==> config.mk <==
export PLATFORM = sky130hd
export DESIGN_NAME = vga_mode_controller_flat
export DESIGN_NICKNAME = d
export VERILOG_FILES = /design/src/rtl/vga_mode_controller_if.sv /design/src/rtl/vga_mode_controller.sv /design/src/flat_wrapper.sv
export SDC_FILE = /design/constraint.sdc
export NUM_CORES = 1
export LEC_CHECK = 0
export CAP_MARGIN = 20
export CELL_PAD_IN_SITES_DETAIL_PLACEMENT = 1
export CELL_PAD_IN_SITES_GLOBAL_PLACEMENT = 1
export CORE_MARGIN = 5
export CORE_UTILIZATION = 26
export CTS_BUF_LIST = sky130_fd_sc_hd__clkbuf_4
export DETAILED_ROUTE_END_ITERATION = 8
export PLACE_DENSITY = 0.94
export SLEW_MARGIN = 10
export SYNTH_ARGS = -nofsm -noshare
export SYNTH_HDL_FRONTEND = slang
export SYNTH_SLANG_ARGS = --single-unit
==> constraint.sdc <==
create_clock -name clock -period 3.47 [get_ports clock]
set_input_delay 0.694 -clock clock [delete_from_list [all_inputs] [get_ports clock]]
set_output_delay 0.694 -clock clock [all_outputs]
set_load 0.005 [all_outputs]
==> src/rtl/vga_mode_controller_if.sv <==
// Controller <-> timing generator / host bundle; the master side is the mode controller.
// Generator counts and next strobes flow in, enables and per-mode config flow out.
interface vga_mode_controller_if;
   logic [1:0]  mode_sel;
   logic        mode_req;
   logic [15:0] h_pos;
   logic [15:0] v_pos;
   logic        h_next;
   logic        v_next;
   logic        h_enable;
   logic        v_enable;
   logic [15:0] h_resolution;
   logic [15:0] h_front_porch;
   logic [15:0] h_sync;
   logic [15:0] h_back_porch;
   logic [15:0] v_resolution;
   logic [15:0] v_front_porch;
   logic [15:0] v_sync;
   logic [15:0] v_back_porch;
   logic        h_negative;
   logic        v_negative;
   logic        video_valid;
   logic        display_enable;
   logic        frame_start;
   logic        mode_ack;
   logic        busy;
   logic [1:0]  cur_mode;

   modport master (
      input  mode_sel, mode_req, h_pos, v_pos, h_next, v_next,
      output h_enable, v_enable,
      output h_resolution, h_front_porch, h_sync, h_back_porch,
      output v_resolution, v_front_porch, v_sync, v_back_porch,
      output h_negative, v_negative, video_valid, display_enable,
      output frame_start, mode_ack, busy, cur_mode
   );

   modport slave (
      output mode_sel, mode_req, h_pos, v_pos, h_next, v_next,
      input  h_enable, v_enable,
      input  h_resolution, h_front_porch, h_sync, h_back_porch,
      input  v_resolution, v_front_porch, v_sync, v_back_porch,
      input  h_negative, v_negative, video_valid, display_enable,
      input  frame_start, mode_ack, busy, cur_mode
   );
endinterface

==> src/rtl/vga_mode_controller.sv <==
// Four-entry video mode table driving a horizontal/vertical vga_timing pair; mode requests
// are latched any time and applied at the next frame boundary (timing at A, resolution at F).
module vga_mode_controller #(
   parameter logic [63:0] H_RES      = {16'd16, 16'd1024, 16'd800, 16'd640},
   parameter logic [63:0] H_FP       = {16'd2,  16'd24,   16'd40,  16'd16},
   parameter logic [63:0] H_SYNC     = {16'd3,  16'd136,  16'd128, 16'd96},
   parameter logic [63:0] H_BP       = {16'd4,  16'd160,  16'd88,  16'd48},
   parameter logic [63:0] V_RES      = {16'd8,  16'd768,  16'd600, 16'd480},
   parameter logic [63:0] V_FP       = {16'd1,  16'd3,    16'd1,   16'd10},
   parameter logic [63:0] V_SYNC     = {16'd2,  16'd6,    16'd4,   16'd2},
   parameter logic [63:0] V_BP       = {16'd1,  16'd29,   16'd23,  16'd33},
   parameter logic [3:0]  H_NEG      = 4'b0101,
   parameter logic [3:0]  V_NEG      = 4'b0101,
   parameter logic [1:0]  RESET_MODE = 2'd0
) (
   input  logic                   clock,
   input  logic                   reset,
   vga_mode_controller_if.master  bus
);

   typedef enum logic [1:0] {
      ST_STARTUP,
      ST_RUN,
      ST_COMMIT
   } state_t;

   typedef struct packed {
      logic [15:0] h_fp;
      logic [15:0] h_sync;
      logic [15:0] h_bp;
      logic [15:0] v_fp;
      logic [15:0] v_sync;
      logic [15:0] v_bp;
      logic        h_neg;
      logic        v_neg;
   } timing_t;

   typedef struct packed {
      logic [15:0] h_res;
      logic [15:0] v_res;
      logic [1:0]  mode;
   } res_t;

   function automatic timing_t timing_of(input logic [1:0] m);
      timing_t t;
      t.h_fp   = H_FP[{m, 4'b0000} +: 16];
      t.h_sync = H_SYNC[{m, 4'b0000} +: 16];
      t.h_bp   = H_BP[{m, 4'b0000} +: 16];
      t.v_fp   = V_FP[{m, 4'b0000} +: 16];
      t.v_sync = V_SYNC[{m, 4'b0000} +: 16];
      t.v_bp   = V_BP[{m, 4'b0000} +: 16];
      t.h_neg  = H_NEG[m];
      t.v_neg  = V_NEG[m];
      return t;
   endfunction

   function automatic res_t res_of(input logic [1:0] m);
      res_t r;
      r.h_res = H_RES[{m, 4'b0000} +: 16];
      r.v_res = V_RES[{m, 4'b0000} +: 16];
      r.mode  = m;
      return r;
   endfunction

   state_t      state_q, state_d;
   timing_t     tim_q, tim_d;
   res_t        res_q, res_d;
   logic        pend_q, pend_d;
   logic [1:0]  pend_mode_q, pend_mode_d;
   logic [1:0]  arm_mode_q, arm_mode_d;
   logic        video_valid_q, video_valid_d;
   logic        frame_start_q, frame_start_d;
   logic        mode_ack_q, mode_ack_d;
   logic        frame_end;
   logic        arm_point;

   assign bus.h_enable = ~reset;
   assign bus.v_enable = bus.h_enable & bus.h_next;

   assign frame_end = bus.h_enable & bus.h_next & bus.v_next;
   // One pixel before the last active pixel of the frame, so F follows on the next edge.
   assign arm_point = (bus.h_pos == res_q.h_res - 16'd2) &
                      (bus.v_pos == res_q.v_res - 16'd1);

   always_comb begin
      state_d       = state_q;
      tim_d         = tim_q;
      res_d         = res_q;
      pend_d        = pend_q;
      pend_mode_d   = pend_mode_q;
      arm_mode_d    = arm_mode_q;
      video_valid_d = video_valid_q;
      frame_start_d = frame_end & (state_q != ST_STARTUP);
      mode_ack_d    = (state_q == ST_COMMIT);

      if (bus.mode_req) begin
         pend_d      = 1'b1;
         pend_mode_d = bus.mode_sel;
      end

      case (state_q)
         ST_STARTUP: begin
            // Generators are not aligned yet, so a switch can land immediately.
            if (bus.mode_req) begin
               tim_d  = timing_of(bus.mode_sel);
               res_d  = res_of(bus.mode_sel);
               pend_d = 1'b0;
            end
            if (frame_end) begin
               state_d       = ST_RUN;
               video_valid_d = 1'b1;
            end
         end
         ST_RUN: begin
            if (pend_q && arm_point) begin
               tim_d      = timing_of(pend_mode_q);
               arm_mode_d = pend_mode_q;
               pend_d     = bus.mode_req;
               state_d    = ST_COMMIT;
            end
         end
         ST_COMMIT: begin
            res_d   = res_of(arm_mode_q);
            state_d = ST_RUN;
         end
         default: state_d = ST_STARTUP;
      endcase
   end

   always_ff @(posedge clock) begin
      if (reset) begin
         state_q       <= ST_STARTUP;
         tim_q         <= timing_of(RESET_MODE);
         res_q         <= res_of(RESET_MODE);
         pend_q        <= 1'b0;
         pend_mode_q   <= RESET_MODE;
         arm_mode_q    <= RESET_MODE;
         video_valid_q <= 1'b0;
         frame_start_q <= 1'b0;
         mode_ack_q    <= 1'b0;
      end else begin
         state_q       <= state_d;
         tim_q         <= tim_d;
         res_q         <= res_d;
         pend_q        <= pend_d;
         pend_mode_q   <= pend_mode_d;
         arm_mode_q    <= arm_mode_d;
         video_valid_q <= video_valid_d;
         frame_start_q <= frame_start_d;
         mode_ack_q    <= mode_ack_d;
      end
   end

   assign bus.h_resolution   = res_q.h_res;
   assign bus.v_resolution   = res_q.v_res;
   assign bus.cur_mode       = res_q.mode;
   assign bus.h_front_porch  = tim_q.h_fp;
   assign bus.h_sync         = tim_q.h_sync;
   assign bus.h_back_porch   = tim_q.h_bp;
   assign bus.v_front_porch  = tim_q.v_fp;
   assign bus.v_sync         = tim_q.v_sync;
   assign bus.v_back_porch   = tim_q.v_bp;
   assign bus.h_negative     = tim_q.h_neg;
   assign bus.v_negative     = tim_q.v_neg;
   assign bus.video_valid    = video_valid_q;
   assign bus.frame_start    = frame_start_q;
   assign bus.mode_ack       = mode_ack_q;
   assign bus.busy           = pend_q | (state_q == ST_COMMIT);
   assign bus.display_enable = video_valid_q &
                               (bus.h_pos < res_q.h_res) &
                               (bus.v_pos < res_q.v_res);

endmodule
==> src/flat_wrapper.sv <==
// flat-port wrapper written by rule: the top's interface ports become plain ports
module vga_mode_controller_flat 
#(
   parameter logic [63:0] H_RES      = {16'd16, 16'd1024, 16'd800, 16'd640},
   parameter logic [63:0] H_FP       = {16'd2,  16'd24,   16'd40,  16'd16},
   parameter logic [63:0] H_SYNC     = {16'd3,  16'd136,  16'd128, 16'd96},
   parameter logic [63:0] H_BP       = {16'd4,  16'd160,  16'd88,  16'd48},
   parameter logic [63:0] V_RES      = {16'd8,  16'd768,  16'd600, 16'd480},
   parameter logic [63:0] V_FP       = {16'd1,  16'd3,    16'd1,   16'd10},
   parameter logic [63:0] V_SYNC     = {16'd2,  16'd6,    16'd4,   16'd2},
   parameter logic [63:0] V_BP       = {16'd1,  16'd29,   16'd23,  16'd33},
   parameter logic [3:0]  H_NEG      = 4'b0101,
   parameter logic [3:0]  V_NEG      = 4'b0101,
   parameter logic [1:0]  RESET_MODE = 2'd0
)
  (clock, reset, bus_mode_sel, bus_mode_req, bus_h_pos, bus_v_pos, bus_h_next, bus_v_next, bus_h_enable, bus_v_enable, bus_h_resolution, bus_h_front_porch, bus_h_sync, bus_h_back_porch, bus_v_resolution, bus_v_front_porch, bus_v_sync, bus_v_back_porch, bus_h_negative, bus_v_negative, bus_video_valid, bus_display_enable, bus_frame_start, bus_mode_ack, bus_busy, bus_cur_mode);
  vga_mode_controller_if bus_i ();
  input  logic clock;
  input  logic reset;
  input wire logic [$bits(bus_i.mode_sel)-1:0] bus_mode_sel;
  input wire logic [$bits(bus_i.mode_req)-1:0] bus_mode_req;
  input wire logic [$bits(bus_i.h_pos)-1:0] bus_h_pos;
  input wire logic [$bits(bus_i.v_pos)-1:0] bus_v_pos;
  input wire logic [$bits(bus_i.h_next)-1:0] bus_h_next;
  input wire logic [$bits(bus_i.v_next)-1:0] bus_v_next;
  output wire logic [$bits(bus_i.h_enable)-1:0] bus_h_enable;
  output wire logic [$bits(bus_i.v_enable)-1:0] bus_v_enable;
  output wire logic [$bits(bus_i.h_resolution)-1:0] bus_h_resolution;
  output wire logic [$bits(bus_i.h_front_porch)-1:0] bus_h_front_porch;
  output wire logic [$bits(bus_i.h_sync)-1:0] bus_h_sync;
  output wire logic [$bits(bus_i.h_back_porch)-1:0] bus_h_back_porch;
  output wire logic [$bits(bus_i.v_resolution)-1:0] bus_v_resolution;
  output wire logic [$bits(bus_i.v_front_porch)-1:0] bus_v_front_porch;
  output wire logic [$bits(bus_i.v_sync)-1:0] bus_v_sync;
  output wire logic [$bits(bus_i.v_back_porch)-1:0] bus_v_back_porch;
  output wire logic [$bits(bus_i.h_negative)-1:0] bus_h_negative;
  output wire logic [$bits(bus_i.v_negative)-1:0] bus_v_negative;
  output wire logic [$bits(bus_i.video_valid)-1:0] bus_video_valid;
  output wire logic [$bits(bus_i.display_enable)-1:0] bus_display_enable;
  output wire logic [$bits(bus_i.frame_start)-1:0] bus_frame_start;
  output wire logic [$bits(bus_i.mode_ack)-1:0] bus_mode_ack;
  output wire logic [$bits(bus_i.busy)-1:0] bus_busy;
  output wire logic [$bits(bus_i.cur_mode)-1:0] bus_cur_mode;
  assign bus_i.mode_sel = bus_mode_sel;
  assign bus_i.mode_req = bus_mode_req;
  assign bus_i.h_pos = bus_h_pos;
  assign bus_i.v_pos = bus_v_pos;
  assign bus_i.h_next = bus_h_next;
  assign bus_i.v_next = bus_v_next;
  assign bus_h_enable = bus_i.h_enable;
  assign bus_v_enable = bus_i.v_enable;
  assign bus_h_resolution = bus_i.h_resolution;
  assign bus_h_front_porch = bus_i.h_front_porch;
  assign bus_h_sync = bus_i.h_sync;
  assign bus_h_back_porch = bus_i.h_back_porch;
  assign bus_v_resolution = bus_i.v_resolution;
  assign bus_v_front_porch = bus_i.v_front_porch;
  assign bus_v_sync = bus_i.v_sync;
  assign bus_v_back_porch = bus_i.v_back_porch;
  assign bus_h_negative = bus_i.h_negative;
  assign bus_v_negative = bus_i.v_negative;
  assign bus_video_valid = bus_i.video_valid;
  assign bus_display_enable = bus_i.display_enable;
  assign bus_frame_start = bus_i.frame_start;
  assign bus_mode_ack = bus_i.mode_ack;
  assign bus_busy = bus_i.busy;
  assign bus_cur_mode = bus_i.cur_mode;
  vga_mode_controller #(.H_RES(H_RES), .H_FP(H_FP), .H_SYNC(H_SYNC), .H_BP(H_BP), .V_RES(V_RES), .V_FP(V_FP), .V_SYNC(V_SYNC), .V_BP(V_BP), .H_NEG(H_NEG), .V_NEG(V_NEG), .RESET_MODE(RESET_MODE)) u_core (.clock(clock), .reset(reset), .bus(bus_i));
endmodule
==> metrics.md, run 1 <==
| Metric | Value |
|---|---|
| Vias in the first global route | `2568` |
| Initial antenna violation count | `0` |
| Core area | `10800 sq um` |
| Crit. End Element | `output pin` |
| Die H | `115 um` |
| First-pass GRT wire length | `12500 um` |
| Post-CTS Setup Inserts | `0` |
| EDFF count, synth | `0` |
| Yosys warns | `0` |
| Status | `complete, no violations` |
| Antenna-violating nets left | `0` |
| Crit path launch type | `input pin` |
| # resized after CTS | `8` |
| CTS Buf Count | `3` |
| ANT cells | `0` |
| Clock sinks | `28` |
| Initial drt markers | `105` |
| Sequential area share after synthesis | `0.195` |
| Worst vdd rail ir drop | `0.101 mV` |
| Largest net degree at the start of global routing | `20` |
| Detail Placement HPWL | `7210 um` |
| Worst hold path class | `reg -> reg` |
| Final Routed Wirelength | `8440 um` |
| Reg clk slew, reported paths | `0.15 ns` |
| Synth cell types | `49` |
| CP peak stage delay | `0.49 ns` |
| Top Family by Delay on Critical Path | `compound AO/OA/AOI/OAI gates` |
| Htree depth | `1` |
| Drt wl/cell | `14.9 um` |
| Number of placed I/O pins | `178` |
| Tmin final | `3.26 ns` |
| Syn Inst Count | `356` |
| CTS tree | `yes` |
| Syn Area/Cell | `8.08 sq um` |
| LEAKAGE | `1.53 nW` |
| Final Wtd Congestion | `0.799` |
| Clock Tree Buf Depth | `2` |
| Max Freq | `307 MHz` |
| Placed cell count | `562` |
| Crit path kind | `in -> out` |
| GRT Residual Overflow | `0` |
| Worst-Skew Late Latency | `0.33 ns` |
| Vias per cell | `4.32` |
| Final critical-path share of the clock period | `0.939` |
| Post-Syn Area | `2880 sq um` |
| Non-filler instance count after layout | `565` |
| Slew @ Worst Pin | `0.735 ns` |
| Starting Density | `0.265` |
| Die Area | `13300 sq um` |
| Slew HR | `0.510` |
| Most used cell, CP | `o21a_1` |
| CTS Hold Buffers Added | `0` |
| Detailed-router iteration count before antenna repair | `4` |
| GRT Total Usage | `0.117` |
| Final setup vio count | `0` |
| Net count, final | `492` |
| Critical path arrival | `2.57 ns` |
| CP Buf/Inv Count | `2` |
| Port bufs | `88` |
| Layout cells sized above 1 | `0.0612` |
| # rows | `38` |
| RSZ-0062 raised after global routing | `false` |
| Final Cell Area | `3490 sq um` |
| Die width | `115 um` |
| Worst path slowest cell | `clkdlybuf4s50_1` |
| Layout area overhead | `21.5%` |
| Commonest non-fill, non-tap cells in the layout | `conb_1 (89), clkdlybuf4s50_1 (86), dfxtp_1 (28)` |
| Slew Limit Fails | `0` |
| Hold Fails Final Rpt | `0` |
| Worst-path cell chain | `clkdlybuf4s50_1 -> ha_1 -> o21a_1 -> o21a_1 -> o21a_1 -> o21ai_1 -> nand2b_1 -> a2111oi_2 -> buf_2` |
| Power per cell area | `241 nW/um^2` |
| Clock Skew | `0.00269 ns` |
| Max-cap viol count | `0` |
| Synth async-reset ratio | `0` |
| Remaining DRCs | `0` |
| Routed vias | `2442` |
| Placed cell area | `3470 sq um` |
| Seq cells post-synth | `28` |
| Most common cell after layout, fill and taps aside | `conb_1` |
| CTS root buf | `clkbuf_4` |
| Worst-path maximum fanout | `2` |
| Critical Path RT | `2.78 ns` |
| Ys flop type | `dfxtp_1` |
==> synth_stat cells (3+ instances only) <==
cell | count | area share
nand4_1 | 4 | 0.0087
mux2i_1 | 9 | 0.031
buf_4 | 114 | 0.30
clkbuf_1 | 9 | 0.012
xnor2_1 | 9 | 0.027
nor2_1 | 15 | 0.020
o31ai_1 | 3 | 0.0078
dfxtp_1 | 28 | 0.19
a211o_1 | 3 | 0.0091
a21oi_1 | 22 | 0.038
xor2_1 | 5 | 0.015
nand3_1 | 8 | 0.014
nand2_1 | 17 | 0.022
nor4_1 | 3 | 0.0065
nor3_1 | 11 | 0.019
o21a_1 | 4 | 0.010
a31o_1 | 3 | 0.0091
inv_1 | 16 | 0.021
ha_1 | 26 | 0.11
o21ai_0 | 8 | 0.014
o211ai_1 | 5 | 0.013
==> metrics by stage <==
stage	setup slack, ns	total power [mW]	hold slack [ns]	util	TNS [ns]
finish	0.210	0.843	0.490	0.322	0
global route	0.0992	0.894	0.511	0.322	0
CTS	0.180	0.844	0.492	0.322	0
detailed placement	-0.560	0.709	0.458	0.320	-0.560
global placement	-0.494	0.690	0.458	0.320	-0.494
floorplan	0.465	0.625	0.461	-	0
==> registers in the layout, summed over array words and instances, names as in the netlist <==
register and count:
u_core.bus.v_sync 1, u_core.bus.mode_ack 1, u_core.bus.frame_start 1, u_core.pend_mode_q 2
u_core.bus.h_back_porch 2, u_core.pend_q 1, u_core.bus.h_resolution 2, u_core.state_q 2
u_core.bus.video_valid 1, u_core.bus.v_resolution 5, u_core.bus.v_front_porch 2, u_core.arm_mode_q 2
u_core.bus.v_back_porch 4, u_core.bus.cur_mode 2
==> final cells by class <==
cell class | instances | area (sq um)
inverters | 17 | 63.8
fillers | 1303 | 7350
clock buffers | 3 | 22.5
multi-input cells | 273 | 1680
flip-flops and latches | 28 | 561
repair buffers | 104 | 995
well taps | 140 | 175
==> cell families after synthesis <==
family | Yosys count | share of synthesized area
AOI/OAI and AO/OA | 61 | 0.143
xor gates and xnor gates | 14 | 0.0426
adders and majority gates | 26 | 0.113
buffers and inverters | 142 | 0.337
DFF | 28 | 0.195
muxes | 9 | 0.0313
other | 2 | 0.00261
and+or+nand+nor | 74 | 0.135
==> metal layers <==
layer / GRT usage / part of all wire / up-vias / wire length, um
met5: 0 / 0 / - / 0
met4: 0.0446 / 0.028 / 0 / 238
met3: 0.0221 / 0.063 / 18 / 533
met2: 0.233 / 0.56 / 94 / 4710
met1: 0.117 / 0.35 / 1180 / 2950
li1: - / - / 1150 / -
==> power breakdown <==
group	internal [mW]	total, mW	switching (mW)
combinational	0.178	0.345	0.168
clock	0.0409	0.137	0.0962
sequential	0.340	0.361	0.0207
==> worst paths after layout <==
| kind | from | endpoint | slack, ns | depth (start not counted) |
|---|---|---|---|---|
| max | bus_v_pos[5] | bus_display_enable | 0.21 | 9 |
| min | u_core.bus.h_back_porch[4] | u_core.bus.h_back_porch[4] | 0.49 | 1 |
| max reg2reg | u_core.bus.cur_mode[0] | u_core.bus.v_back_porch[5] | 0.65 | 10 |
| min reg2reg | u_core.bus.h_back_porch[4] | u_core.bus.h_back_porch[4] | 0.49 | 1 |
Power figures use the tool's default switching activity.
==> run 2: changes to the inputs <==
--- a/config.mk
+++ b/config.mk
@@ -6,13 +6,11 @@
 export NUM_CORES = 1
 export LEC_CHECK = 0
 export CAP_MARGIN = 20
-export CELL_PAD_IN_SITES_DETAIL_PLACEMENT = 1
-export CELL_PAD_IN_SITES_GLOBAL_PLACEMENT = 1
 export CORE_MARGIN = 5
-export CORE_UTILIZATION = 26
+export CORE_UTILIZATION = 39
 export CTS_BUF_LIST = sky130_fd_sc_hd__clkbuf_4
 export DETAILED_ROUTE_END_ITERATION = 8
-export PLACE_DENSITY = 0.94
+export PLACE_DENSITY = 0.95
 export SLEW_MARGIN = 10
 export SYNTH_ARGS = -nofsm -noshare
 export SYNTH_HDL_FRONTEND = slang
==> run 2 against run 1 <==
  * Power up 7.8%
  * Utilization up 16 points
  * Count of clock-buffer cells in the layout unchanged
  * Critical path depth up 2
==> metrics.md, run 2 (synthesized netlist as in run 1, its figures left out) <==
| Metric | Value |
|---|---|
| Layout area overhead | `20.9%` |
| Tmin final | `3.26 ns` |
| Pre-CTS setup slack | `-0.502 ns` |
| Post-CTS Setup Inserts | `0` |
| Slew Limit Fails | `0` |
| FILL cells | `707` |
| Detail Placement HPWL | `5940 um` |
| Hold Slack | `0.478 ns` |
| Placed cell area | `3420 sq um` |
| Layout cells sized above 1 | `0.0634` |
| Sw Share | `0.302` |
| Clock Skew | `0.0153 ns` |
| CP peak stage delay | `0.42 ns` |
| Critical Path RT | `2.78 ns` |
| Critical path arrival | `2.57 ns` |
| Final setup vio count | `0` |
| Port bufs | `88` |
| Vias in the first global route | `2127` |
| GRT Total Usage | `0.139` |
| Worst-path maximum fanout | `1` |
| Die width | `95.9 um` |
| LEAKAGE | `1.55 nW` |
| Htree depth | `1` |
| Clock Tree Buf Depth | `2` |
| Vias per cell | `4.41` |
| Max-cap viol count | `0` |
| Worst-path cell chain | `clkdlybuf4s50_1 -> inv_1 -> ha_1 -> nor2b_1 -> o21a_1 -> o21a_1 -> o21a_1 -> o21ai_1 -> nand2b_1 -> a2111oi_2 -> buf_2` |
| Worst vdd rail ir drop | `0.282 mV` |
| RSZ-0062 raised after global routing | `false` |
| Combinational share of power | `0.371` |
| Initial drt markers | `121` |
| Net count, final | `492` |
| Most used cell, CP | `o21a_1` |
| Reg clk slew, reported paths | `0.14 ns` |
| Antenna-violating nets left | `0` |
| CTS Hold Buffers Added | `0` |
| # rows | `31` |
| CP Buf/Inv Count | `3` |
| Reg2reg setup slack | `0.68 ns` |
| ANT cells | `0` |
| First-pass GRT wire length | `10300 um` |
| Max Freq | `306 MHz` |
| Clock sinks | `28` |
| Commonest non-fill, non-tap cells in the layout | `conb_1 (89), clkdlybuf4s50_1 (86), dfxtp_1 (28)` |
| Status | `complete, no violations` |
| Power per cell area | `261 nW/um^2` |
| Starting Density | `0.399` |
| Remaining DRCs | `0` |
| Switching power total | `0.274 mW` |
| Number of placed I/O pins | `178` |
| Largest net degree at the start of global routing | `24` |
| Hold Fails Final Rpt | `0` |
| Routed vias | `2314` |
| Crit. End Element | `output pin` |
| Int Pwr | `0.635 mW` |
| Drt wl/cell | `13.3 um` |
| Setup ws final | `0.206 ns` |
| Slew @ Worst Pin | `0.716 ns` |
| CTS root buf | `clkbuf_4` |
| Detailed-router iteration count before antenna repair | `4` |
| Slew HR | `0.523` |
| CTS tree | `yes` |
| Crit path kind | `in -> out` |
| CTS Buf Count | `3` |
| Initial antenna violation count | `0` |
| Sequential share of power | `0.396` |
| Worst hold path class | `reg -> reg` |
| Final critical-path share of the clock period | `0.941` |
| Final Cell Area | `3480 sq um` |
| Final Wtd Congestion | `0.868` |
| Die H | `95.9 um` |
| Clock share of power | `0.233` |
| Most common cell after layout, fill and taps aside | `conb_1` |
| Worst path slowest cell | `clkdlybuf4s50_1` |
| Crit path launch type | `input pin` |
| Core area | `7210 sq um` |
| GRT Residual Overflow | `0` |
| Worst-Skew Late Latency | `0.33 ns` |
| Max FFs per register | `5` |
| Top Family by Delay on Critical Path | `compound AO/OA/AOI/OAI gates` |
| Die Area | `9190 sq um` |
| Final Routed Wirelength | `6960 um` |
-- run 2: cell types whose count changed in the layout (fill, tap and decap cells not counted), sizes merged --
cell and delta:
bufinv +1, dlygate4sd2 -1, dlymetal6s2s +1
-- run 2: stage by stage --
step | instances | util | setup TNS, ns | total power, mW
after floorplan | 443 | - | 0 | 0.625
after global placement | 521 | 0.474 | -0.441 | 0.687
after detailed placement | 521 | 0.474 | -0.502 | 0.700
after CTS | 525 | 0.482 | 0 | 0.912
after global routing | 525 | 0.482 | 0 | 0.971
final | 525 | 0.482 | 0 | 0.909
-- run 2: final cells by class --
class	instances	area (sq um)	area share
clock inverter	1	30.0	0.00864
sequential	28	561	0.161
tap	99	124	0.0356
clock buffer	3	22.5	0.00648
timing repair buffer	104	998	0.287
multi-input combinational	273	1680	0.483
inverter	17	63.8	0.0184
-- run 2: per-layer routing --
| layer | GRT usage | part of all wire | vias to the layer above |
|---|---|---|---|
| met1 | 0.168 | 0.36 | 1058 |
| met4 | 0.0261 | 0.015 | 0 |
| met5 | 0 | 0 | - |
| met3 | 0.0219 | 0.082 | 10 |
| met2 | 0.259 | 0.54 | 101 |
| li1 | - | - | 1145 |
-- run 2: worst paths after layout --
path / to / startpoint / depth (start not counted)
worst max-delay path: bus_display_enable / bus_v_pos[3] / 11
worst min-delay path: u_core.bus.h_back_porch[4] / u_core.bus.h_back_porch[4] / 1
worst max register to register: u_core.bus.v_front_porch[1] / u_core.bus.v_resolution[4] / 11
worst min register to register: u_core.bus.h_back_porch[4] / u_core.bus.h_back_porch[4] / 1
-- run 2: power groups by stage --
stage | Combinational, mW | Sequential [mW] | Clock (mW)
6_report | 0.338 | 0.360 | 0.211
3_5_place_dp | 0.333 | 0.367 | 0
3_3_place_gp | 0.321 | 0.366 | 0
5_1_grt | 0.376 | 0.364 | 0.232
4_1_cts | 0.336 | 0.360 | 0.216
2_1_floorplan | 0.260 | 0.365 | 0
-- run 2: what timing repair did --
action / CTS / global route
pin swaps: 1 / 1
gates resized for setup: 7 / 1
setup endpoints to repair: 1 / 1
==> run 3: changes to the inputs <==
--- a/config.mk
+++ b/config.mk
@@ -15,3 +15,4 @@
 export SYNTH_ARGS = -nofsm -noshare
 export SYNTH_HDL_FRONTEND = slang
 export SYNTH_SLANG_ARGS = --single-unit
+export TNS_END_PERCENT = 50
==> results of run 3 <==
Final layout, timing and power as in run 2 (identical DEF).
